==> src/rtl/avalon_mm_arbiter_pkg.sv <==
// avalon_mm_arbiter_pkg: shared source and FSM state types for the two-host Avalon-MM arbiter.
package AvalonArbPkg;
  typedef enum logic {SRC_DATA, SRC_INSTR} source_t;
  typedef enum logic {ARB_IDLE, ARB_LOCKED} arb_state_t;
endpackage

==> src/rtl/avalon_mm_arbiter_fifo.sv <==
// arb_pending_fifo: in-order record of which host issued each outstanding pipelined read.
module arb_pending_fifo
  import AvalonArbPkg::*;
#(
  parameter int MAX_PENDING = 4
) (
  input  logic    clk,
  input  logic    rst,
  input  logic    push,
  input  logic    pop,
  input  source_t din,
  output source_t head,
  output logic    full,
  output logic    empty
);
  localparam int AW = $clog2(MAX_PENDING);
  source_t       mem_q [MAX_PENDING];
  logic [AW-1:0] wr_q, rd_q;
  logic [AW:0]   cnt_q;
  always_ff @(posedge clk or negedge rst)
    if (!rst) begin
      wr_q  <= '0;
      rd_q  <= '0;
      cnt_q <= '0;
    end else begin
      if (push) wr_q <= wr_q + 1'b1;
      if (pop) rd_q <= rd_q + 1'b1;
      cnt_q <= cnt_q + {{AW{1'b0}}, push} - {{AW{1'b0}}, pop};
    end
  always_ff @(posedge clk)
    if (push) mem_q[wr_q] <= din;
  assign head  = mem_q[rd_q];
  assign full  = cnt_q == (AW+1)'(MAX_PENDING);
  assign empty = cnt_q == '0;
endmodule

==> src/rtl/avalon_mm_arbiter.sv <==
// avalon_mm_arbiter: merges data and instruction hosts onto one agent port with zero added latency.
// Define AVALON_ARB_ROUND_ROBIN_EN for round-robin tie-break; otherwise data has fixed priority.
module avalon_mm_arbiter
  import AvalonArbPkg::*;
#(
  parameter int MAX_PENDING = 4
) (
  input  logic        clk,
  input  logic        rst,
  input  logic [31:0] d_address,
  input  logic [3:0]  d_byteenable,
  input  logic        d_read,
  input  logic        d_write,
  input  logic [31:0] d_host_to_agent,
  output logic        d_waitrequest,
  output logic [31:0] d_agent_to_host,
  output logic        d_readdatavalid,
  input  logic [31:0] i_address,
  input  logic [3:0]  i_byteenable,
  input  logic        i_read,
  output logic        i_waitrequest,
  output logic [31:0] i_agent_to_host,
  output logic        i_readdatavalid,
  output logic [31:0] a_address,
  output logic [3:0]  a_byteenable,
  output logic        a_read,
  output logic        a_write,
  output logic [31:0] a_host_to_agent,
  input  logic        a_waitrequest,
  input  logic [31:0] a_agent_to_host,
  input  logic        a_readdatavalid
);
  arb_state_t  state_q, state_d;
  source_t     owner_q, owner_d, sel, head;
  logic        rd_block, d_ok, i_ok, gnt, accept, push, pop, fifo_full, fifo_empty, tie_instr, sel_d;
  logic [31:0] addr_q, wdata_q;
  logic [3:0]  be_q;
  // A same-cycle return frees a slot, so a full FIFO only blocks reads when nothing pops.
  assign rd_block = fifo_full & ~a_readdatavalid;
  assign d_ok     = d_write | (d_read & ~rd_block);
  assign i_ok     = i_read & ~rd_block;
`ifdef AVALON_ARB_ROUND_ROBIN_EN
  source_t last_q;
  always_ff @(posedge clk or negedge rst)
    if (!rst) last_q <= SRC_INSTR;
    else if (accept) last_q <= sel;
  assign tie_instr = last_q == SRC_DATA;
`else
  assign tie_instr = 1'b0;
`endif
  always_comb begin
    state_d = state_q;
    owner_d = owner_q;
    sel = (state_q == ARB_LOCKED) ? owner_q : (d_ok & ~(i_ok & tie_instr)) ? SRC_DATA : SRC_INSTR;
    gnt = rst & ((state_q == ARB_LOCKED) | d_ok | i_ok);
    if (state_q == ARB_IDLE && gnt && a_waitrequest) begin
      state_d = ARB_LOCKED;
      owner_d = sel;
    end else if (state_q == ARB_LOCKED && !a_waitrequest) state_d = ARB_IDLE;
  end
  always_ff @(posedge clk or negedge rst)
    if (!rst) begin
      state_q <= ARB_IDLE;
      owner_q <= SRC_DATA;
      addr_q  <= '0;
      be_q    <= '0;
      wdata_q <= '0;
    end else begin
      state_q <= state_d;
      owner_q <= owner_d;
      if (gnt) begin
        addr_q  <= a_address;
        be_q    <= a_byteenable;
        wdata_q <= a_host_to_agent;
      end
    end
  assign sel_d           = sel == SRC_DATA;
  assign a_read          = gnt & (sel_d ? d_read : i_read);
  assign a_write         = gnt & sel_d & d_write;
  assign a_address       = gnt ? (sel_d ? d_address : i_address) : addr_q;
  assign a_byteenable    = gnt ? (sel_d ? d_byteenable : i_byteenable) : be_q;
  assign a_host_to_agent = (gnt & sel_d) ? d_host_to_agent : wdata_q;
  assign accept = gnt & ~a_waitrequest;
  assign push   = accept & a_read;
  assign pop    = a_readdatavalid & ~fifo_empty;
  assign d_waitrequest = ~rst | (d_read | d_write) & ((gnt & sel_d) ? a_waitrequest : 1'b1);
  assign i_waitrequest = ~rst | i_read & ((gnt & ~sel_d) ? a_waitrequest : 1'b1);
  assign d_readdatavalid = pop & (head == SRC_DATA);
  assign i_readdatavalid = pop & (head == SRC_INSTR);
  assign d_agent_to_host = d_readdatavalid ? a_agent_to_host : '0;
  assign i_agent_to_host = i_readdatavalid ? a_agent_to_host : '0;
  arb_pending_fifo #(.MAX_PENDING(MAX_PENDING)) u_fifo (
    .clk  (clk),
    .rst  (rst),
    .push (push),
    .pop  (pop),
    .din  (sel),
    .head (head),
    .full (fifo_full),
    .empty(fifo_empty)
  );
endmodule

==> config.mk <==
export PLATFORM = sky130hd
export DESIGN_NAME = avalon_mm_arbiter
export DESIGN_NICKNAME = d
export VERILOG_FILES = /design/src/rtl/avalon_mm_arbiter_pkg.sv /design/src/rtl/avalon_mm_arbiter_fifo.sv /design/src/rtl/avalon_mm_arbiter.sv
export SDC_FILE = /design/constraint.sdc
export NUM_CORES = 1
export LEC_CHECK = 0
export CORE_ASPECT_RATIO = 1.75
export CORE_MARGIN = 3
export CORE_UTILIZATION = 41
export DETAILED_ROUTE_END_ITERATION = 10
export GPL_TIMING_DRIVEN = 0
export PLACE_DENSITY = 0.86
export SLEW_MARGIN = 20
export SYNTH_ARGS = -nofsm -noshare
export SYNTH_HDL_FRONTEND = slang
export SYNTH_SLANG_ARGS = --single-unit
==> constraint.sdc <==
create_clock -name clk -period 4.3 [get_ports clk]
set_input_delay 1.075 -clock clk [delete_from_list [all_inputs] [get_ports clk]]
set_output_delay 1.075 -clock clk [all_outputs]
set_load 0.1 [all_outputs]
# Word level (Yosys, flattened, before mapping)
# Memory sizes are Yosys's and may differ from the RTL's.
# Index checks and enable logic that the tools add are counted.
[totals]
memories = 1
input_bits = 143
out_inout_bits = 138
ramBits = 4
regBits = 77
[classes]
eq_ne = 1
n_bitwise = 29
reduce_logical = 6
mux = 16
n_addsub = 4
[mem_list]
columns = ["memory", "depth", "width", "read_ports", "rd_ports_with_merged_regs", "wr", "line", "source"]
rows = [
  ["u_fifo.mem_q", 4, 1, 1, 0, 1, "avalon_mm_arbiter_fifo.sv:17", "source_t mem_q [MAX_PENDING];"],
]
[ops]
columns = ["operator", "n"]
rows = [
  ["$mux W32", 5],
  ["$and A1 B1 Y1", 15],
  ["$mux W1", 9],
  ["$mux W4", 2],
  ["$not A1 Y1", 8],
  ["$or A1 B1 Y1", 6],
  ["$add A2 B1 Y2 const B", 2],
  ["$add A3 B1 Y3", 1],
  ["$eq A3 B3 Y1 const B", 1],
  ["$logic_and A1 B1 Y1", 3],
  ["$logic_not A3 Y1", 1],
  ["$sub A3 B1 Y3", 1],
  ["$reduce_bool A2 Y1", 1],
  ["$logic_not A1 Y1", 1],
]

# Depth between registers and ports, before layout
[logic_depth]
ltp_word = 12
ltp_mapped = 10
mapped_depth_nobuf = 9

# Cells and area by module
# A second synthesis with hierarchy kept.
[unflattened]
hier_cells = 457
area_unflattened_um2 = 4794.6
[by_module_without_submodules]
columns = ["module", "seq_area_each_um2", "instances", "cells_each", "area_each_um2"]
rows = [
  ["avalon_mm_arbiter", 1751.7, 1, 418, 4266.6],
  ["arb_pending_fifo", 295.3, 1, 39, 528.0],
]

# Worst setup path after synthesis
# Ideal clock, no wire load.
[synth_timing]
kind = "in2out"
start = "in a_readdatavalid"
end = "out d_waitrequest"
n_path_buf = 0
required_time_ns = 3.225
arrival_time_ns = 3.868
path_slack_ns = -0.643
cell_stages = 4
cell_sequence = "or4b_4 > nand2_2 > a221oi_1 > o21ai_0"
[synth_via]
elab_chain_len = 12
[synth_rtl]
columns = ["element", "line", "source"]
rows = [
  ["from (decl)", "avalon_mm_arbiter.sv:31", "input logic a_readdatavalid"],
  ["$not A1 Y1 (*)", "avalon_mm_arbiter.sv:39", "assign rd_block = fifo_full & ~a_readdatavalid;"],
  ["$and A1 B1 Y1 (*)", "avalon_mm_arbiter.sv:39", ""],
  ["$not A1 Y1 (*)", "avalon_mm_arbiter.sv:40, avalon_mm_arbiter.sv:41", ""],
  ["$and A1 B1 Y1", "avalon_mm_arbiter.sv:40", "assign d_ok = d_write | (d_read & ~rd_block);"],
  ["$or A1 B1 Y1", "avalon_mm_arbiter.sv:40", ""],
  ["$or A1 B1 Y1 or $mux W1 (tied branches) (2 in a row)", "avalon_mm_arbiter.sv:55, avalon_mm_arbiter.sv:54", ""],
  ["$and A1 B1 Y1 or $not A1 Y1 (tied branches)", "avalon_mm_arbiter.sv:55, avalon_mm_arbiter.sv:77", ""],
  ["$and A1 B1 Y1 (*)", "avalon_mm_arbiter.sv:86", "assign d_waitrequest = ~rst | (d_read | d_write) & ((gnt & sel_d) ? a_waitrequest : 1'b1);"],
  ["$mux W1 (*)", "avalon_mm_arbiter.sv:86", ""],
  ["$and A1 B1 Y1 (*)", "avalon_mm_arbiter.sv:86", ""],
  ["$or A1 B1 Y1 (*)", "avalon_mm_arbiter.sv:86", ""],
  ["to (decl)", "avalon_mm_arbiter.sv:15", "output logic d_waitrequest,"],
]
# Mark *: on every way between the ends. The rest lies on a longest branch, timed or not.

# Worst setup path in the final report
[layout_timing]
start = "in a_readdatavalid"
end = "out a_address[31]"
[layout_via]
elab_chain_len = 9
[layout_rtl]
columns = ["element", "line", "source"]
rows = [
  ["$not A1 Y1 (*)", "avalon_mm_arbiter.sv:39", ""],
  ["$and A1 B1 Y1 (*)", "avalon_mm_arbiter.sv:39", ""],
  ["$not A1 Y1 (*)", "avalon_mm_arbiter.sv:40, avalon_mm_arbiter.sv:41", ""],
  ["$and A1 B1 Y1", "avalon_mm_arbiter.sv:40", ""],
  ["$or A1 B1 Y1", "avalon_mm_arbiter.sv:40", ""],
  ["$mux W1 or $or A1 B1 Y1 (tied branches) (2 in a row)", "avalon_mm_arbiter.sv:54, avalon_mm_arbiter.sv:55", ""],
  ["$mux W32 or $and A1 B1 Y1 (tied branches)", "avalon_mm_arbiter.sv:80, avalon_mm_arbiter.sv:55", ""],
  ["$mux W32 (*)", "avalon_mm_arbiter.sv:80", "assign a_address = gnt ? (sel_d ? d_address : i_address) : addr_q;"],
  ["to (decl)", "avalon_mm_arbiter.sv:24", "output logic [31:0] a_address,"],
]
# Marked as above.

==> impl_metrics.py <==
metrics = {
    "grt": {
        "grt.overflow.total": 0,
        "grt_pass1_vias": 5148,
        "grt_pass1_wl_mm": 26.41,
        "antenna_found_initial": 0,
        "grtUsageTotal_pct": 26.35,
        "grt_max_degree": 52,
    },
    "clock_network": {
        "htreeDepth": 3,
        "clkTransAtPathRegs_ps": 60,
        "cts_root_buf": "clkbuf_16",
        "clk_latency_ps": 340,
        "cts_tree": "built",
        "clock_path_buffers": 2,
        "cts_buffers": 9,
        "clock-sinks": 81,
    },
    "layout": {
        "final_area_um2": 7869,
        "syn_to_final_growth_pct": 64.25,
        "num_antenna_cells": 0,
        "drive_above_1_share_pct": 26.96,
        "fin_nets": 862,
        "postLayoutCoreUtil_pct": 69.67,
    },
    "synth": {
        "seq_area_frac_synth_pct": 42.73,
        "ys_ff_latch": 81,
        "syn-cell-area_um2": 4791,
        "syn-num-nets": 568,
        "yosysWarnings": 0,
        "synth_top_flop_cell": "dfrtp_1",
        "synth_edf_count": 4,
        "synthCells": 418,
        "ys_types": 35,
        "syn_area_per_cell_um2": 11.46,
        "async_reset_ff_share_pct": 95.06,
    },
    "route": {
        "vias_per_cell": 5.683,
        "dr.pass1.iters": 4,
        "drc": 0,
        "ant_nets": 0,
        "wl_mm": 17.73,
        "first_iter_violations": 267,
        "vias": 4819,
        "wire_per_inst_um": 20.91,
    },
    "sta": {
        "clock.fmax_mhz": 235.0,
        "maxSlewViolCount": 0,
        "rsz0062_at_grt": "no",
        "skew_ps": 12.11,
        "worst_slew_pin_slew_ps": 1007,
        "hold_ws_ps": 480.9,
        "period_minus_slack_ps": 4256,
        "finalCritPeriodShare_pct": 98.97,
        "finalHoldViolCount": 0,
        "slew_headroom_pct": 33.11,
        "finalSetupViolCount": 0,
    },
    "die": {
        "coreArea_um2": 11290,
        "rows": 51,
        "dieHeight_um": 149,
        "die_x_um": 87.72,
        "die-area_um2": 13070,
        "ioPinCount": 281,
        "initial_core_util_pct": 42.42,
    },
    "worst_setup_path": {
        "endpoint_kind": "output pin",
        "regToRegSetupSlack_ps": 1600,
        "critPathTopFamily": "buffers and inverters",
        "r2r-end": "u_fifo.cnt_q[2]",
        "path_class": "primary input to output pin",
        "crit_arrival_ps": 3180,
        "crit_path_top_delay_cell": "or4b_4",
        "cpPeakStageDelay_ps": 590,
        "timing.critical_path.buf_inv": 4,
        "crit_required_ps": 3220,
        "critPathMaxFanout": 10,
        "start_kind": "primary input",
        "r2r_cells": 10,
        "path_cells": "dlygate4sd2_1 -> or4b_4 -> nand2_4 -> a21oi_4 -> buf_6 -> buf_4 -> a221o_1 -> clkbuf_4",
        "r2r-start": "u_fifo.cnt_q[1]",
    },
    "hold_path": {
        "hold_path_end": "be_q[2]",
        "worstHoldPathCells": 2,
        "min_from": "be_q[2]",
        "hold_path.class": "flip-flop to flip-flop",
    },
    "placed_design": {
        "numPortBuffers": 280,
        "hpwl_mm": 14.11,
        "dpl_cell_area_um2": 7792,
        "globalplace.congestion": 0.8303,
    },
    "power_and_ir_drop": {
        "pwr_density_cell_nw_per_um2": 650.6,
        "peakVddDrop_v": 0.0002908,
        "leakagePower_nw": 3.797,
    },
    "status": {
        "status": "complete, no violations",
    },
    "job": {
        "drv_cap": 0,
    },
}
[worst max path at each step]
stage                               start                 end  cells past startpoint
final                     a_readdatavalid       a_address[31]                      8
after global routing      a_readdatavalid  d_agent_to_host[8]                      6
after CTS                         d_write        a_address[9]                      7
after detailed placement          d_write       a_address[24]                      7
after global placement                rst       a_address[24]                      7
after floorplan           a_readdatavalid     a_byteenable[2]                      6
[metal layers]
metal	GRT usage, %	routed length [um]
met5	0	0
met4	12.21	612
met3	5.860	1371
met2	51.17	10050
met1	24.98	5705
[through the flow]
stage	setup WS, ps	setup TNS, ps	total power [mW]	cells
floorplan	10.02	0	3.610	418
global placement	-3559	-427050	4.383	830
detailed placement	-1304	-88450	4.452	831
CTS	14.01	0	5.121	847
global route	1.160	0	5.295	848
finish	44.25	0	5.119	848
[logic make-up after synthesis]
logic type / synth area share, %
DFF: 42.73
xor gates and xnor gates: 0.9140
muxes: 15.96
and+or+nand+nor: 15.38
AOI/OAI and AO/OA: 17.92
buffers and inverters: 5.119
adders and majority gates: 1.985
[what timing repair did]
action,CTS,global route
cloned,0,1
pin swaps,3,0
buffers inserted,1,0
endpoints found under the setup margin,138,59
gates resized for setup,449,23
hold buffers,0,0
[sequential cells by signal (all words and copies together) (netlist names)]
register and flops:
u_fifo.mem_q 4, u_fifo.wr_q 2, state_q 1, u_fifo.cnt_q 3
u_fifo.rd_q 2, be_q 4, addr_q 32, wdata_q 32
owner_q 1
[synth_stat cells (all sizes together) (3+ instances only)]
master / count / area share (%)
a21oi: 3 / 0.39
a221o: 71 / 15
and2: 38 / 5.0
and3: 68 / 8.9
buf: 24 / 3.2
clkbuf: 13 / 1.0
dfrtp: 77 / 40
edfxtp: 4 / 2.5
ha: 6 / 1.6
inv: 11 / 0.86
mux2: 65 / 15
nand2: 7 / 0.60
nor2: 3 / 0.24
o21ai: 7 / 0.73
xnor2: 5 / 0.91
[tightest hold or removal path, cell delays in order, from the launching register on]
cell	delay, ps
dfrtp_1	320
nand2_1	60
o21ai_0	60
[where the power goes]
group | switching [mW] | internal, mW | total, mW
sequential | 0.114 | 0.936 | 1.05
clock | 0.318 | 0.508 | 0.826
combinational | 2.46 | 0.778 | 3.24
total | 2.90 | 2.22 | 5.12
[final cells by class]
cell class | count | area, um2
plain buffers | 37 | 217.7
clock buffers | 9 | 225.2
clock inverters | 6 | 90.09
fillers | 941 | 3426
inverters | 11 | 41.29
multi-input cells | 289 | 2542
flip-flops and latches | 81 | 2047
well taps | 132 | 165.2
repair buffers | 283 | 2540
[placed cells by master (no fill, tap or decap), types with 11 or more instances in the layout]
cell type / count
clkbuf_1: 11
a221o_1: 71
buf_2: 50
dlygate4sd2_1: 59
inv_1: 11
and2_1: 38
mux2_2: 65
dfrtp_1: 77
and3_1: 68
clkdlybuf4s50_1: 146
buf_4: 25
(Power assumes the default switching activity.)
==> RTL change, RTL diff (config.mk and constraints unchanged) <==
`MAX_PENDING` is set to 4 in 2 places; all go to 16.
--- a/src/rtl/avalon_mm_arbiter_fifo.sv
+++ b/src/rtl/avalon_mm_arbiter_fifo.sv
@@ -4,3 +4,3 @@
 #(
-  parameter int MAX_PENDING = 4
+  parameter int MAX_PENDING = 16
 ) (
--- a/src/rtl/avalon_mm_arbiter.sv
+++ b/src/rtl/avalon_mm_arbiter.sv
@@ -5,3 +5,3 @@
 #(
-  parameter int MAX_PENDING = 4
+  parameter int MAX_PENDING = 16
 ) (
Check against the original RTL: not equivalent (Yosys sat finds a counterexample within 10 cycles, from zero or initial values and one cycle with rst low).
==> RTL change against the unedited design <==
Synthesized cell count is 30% higher; global-route usage is 1.7 points lower; critical path depth stayed put; power is 20% higher; sequential cell count is 18 higher; final area is 13% higher; synthesized area is 16% higher; worst setup slack better by 0.073 ns; cell count is 19% higher; critical endpoint is now a_host_to_agent[1]; count of clock-buffer cells in the layout is 2 higher; clock power is 13% lower; wire length is 5.5% higher; largest power group unchanged.
==> RTL change: results (changes against the unedited design) <==
metric,value,unit,change
synthTopCellsByArea,"dfrtp_1 37%, mux2_2 13%, edfxtp_1 8.7%",,"was dfrtp_1 40%, mux2_2 15%, a221o_1 15%"
cts_inserted_buffers,9,,unchanged
cpPeakStageDelay,0.45,ns,was 0.59 ns
dpl_cell_area,8710,um2,was 7790 um2
vias_per_cell,5.10,,was 5.68
clock_tree.root_cell,clkbuf_16,,unchanged
cts_buffer_depth,2,,unchanged
ys.flop_type,dfrtp_1,,unchanged
place_ws,-1.32,ns,was -1.30 ns
hold_class,flop to flop,,unchanged
arrival,3.11,ns,was 3.18 ns
antenna_found_initial,0,,unchanged
yosys_warnings,0,,unchanged
yosysUniqueCellTypes,42,,was 35
gp_congestion,0.840,,was 0.830
clkLatencyLatePin,0.33,ns,
fin_hold_ws,0.504,ns,was 0.481 ns
grt_pass1_vias,5517,,"was 5,148"
outcome,"complete, no violations",,unchanged
seq_area_frac_synth,46.1,%,was 42.7%
skew,0.00844,ns,was 0.0121 ns
final_nets,991,,was 862
crit_fanout,10,,unchanged
layout_min_cycle_time,4.18,ns,was 4.26 ns
grt_first_pass_wirelength,28500,um,"was 26,400 um"
slew_headroom,34.3,%,was 33.1%
drt_iter0_markers,205,,was 267
grt_max_degree,60,,was 52
ys_async_sr_fraction,83.8,%,was 95.1%
syn-num-nets,699,,was 568
htreeDepth,3,,unchanged
wire_per_inst,18.5,um,was 20.9 um
leakage,3.96,nW,was 3.80 nW
die_width,94.0,um,was 87.7 um
layout-drive-gt1-share,35.1,%,was 27.0%
ff2ff_setup_slack,1.19,ns,was 1.60 ns
dp_hpwl,15600,um,"was 14,100 um"
critPathSlowestCell,nor4b_4,,was or4b_4
ir_worst_vdd,0.453,mV,was 0.291 mV
clkSlewWorstSetupHoldPaths,0.07,ns,
reg_top3,"addr_q: 32 flops, wdata_q: 32 flops, u_fifo.mem_q: 16 flops",,"was addr_q: 32 flops, wdata_q: 32 flops"
antenna_cells,0,,unchanged
tns,0,ns,unchanged
synth_common_cells,"110 x nor2_1, 83 x dfrtp_1, 78 x a21oi_1, 66 x mux2_2, 41 x nand2_1",,"was 77 x dfrtp_1, 71 x a221o_1, 68 x and3_1, 65 x mux2_2, 38 x and2_1"
crit_family,buffers and inverters,,unchanged
io_buffer_count,280,,unchanged
synth_edf_count,16,,was 4
grt_use_total,24.7,%,was 26.4%
-- RTL change: logic make-up (layout without fill, tap and decap cells) --
family                   count (synthesis)  after routing  synth area share (%)
AND/OR/NAND/NOR                        173            173                  12.9
multiplexers                           108            108                  22.2
flip-flops                              99             99                  46.1
AO/OA/AOI/OAI                           92             92                  9.49
buffers and inverters                   50            347                  4.91
adder cells (fa/ha/maj)                 12             12                  2.84
XOR/XNOR                                10             10                  1.58
-- RTL change: layout make-up --
type	count	area (um2)
Clock inverter	5	30.0
Inverter	14	52.6
Buffer	36	278
Sequential cell	99	2560
Multi-Input combinational cell	395	2900
Tap cell	171	214
Clock buffer	11	233
Fill cell	1044	4200
Timing Repair Buffer	281	2610
-- RTL change: through the flow --
step | std cells | utilization, %
6_report | 1012 | 67.9
5_1_grt | 1012 | 67.9
4_1_cts | 1012 | 67.3
3_5_place_dp | 996 | 66.7
3_3_place_gp | 995 | 66.5
2_1_floorplan | 544 | -
-- RTL change: path summary, 6_finish.rpt --
| kind | from | end | cells past startpoint |
|---|---|---|---|
| max reg2reg | u_fifo.cnt_q[2] | u_fifo.cnt_q[4] | 15 |
| min in group asynchronous | rst | addr_q[27] | 1 |
| max in group asynchronous | rst | wdata_q[6] | 2 |
| min reg2reg | wdata_q[31] | wdata_q[31] | 1 |
| max | d_write | a_host_to_agent[1] | 8 |
| min | wdata_q[31] | wdata_q[31] | 1 |
-- RTL change: layer usage --
metal	global-route usage [%]	share of wire [%]	up-vias
li1	-	-	2442
met1	23.9	33	2405
met2	46.4	54	265
met3	7.12	8.7	46
met4	11.4	4.2	0
met5	0	0	-
-- RTL change: report_power, final --
group | switching, W | internal, W | total (W)
combinational | 0.00308 | 0.00108 | 0.00416
sequential | 0.000121 | 0.00114 | 0.00126
clock | 0.000334 | 0.000389 | 0.000722
-- RTL change: timing repair --
item / 4_1_cts / 5_1_grt
setup buffers: 0 / 0
endpoints found under the setup margin: 137 / 84
resized for setup: 765 / 24
pin swaps: 1 / 4
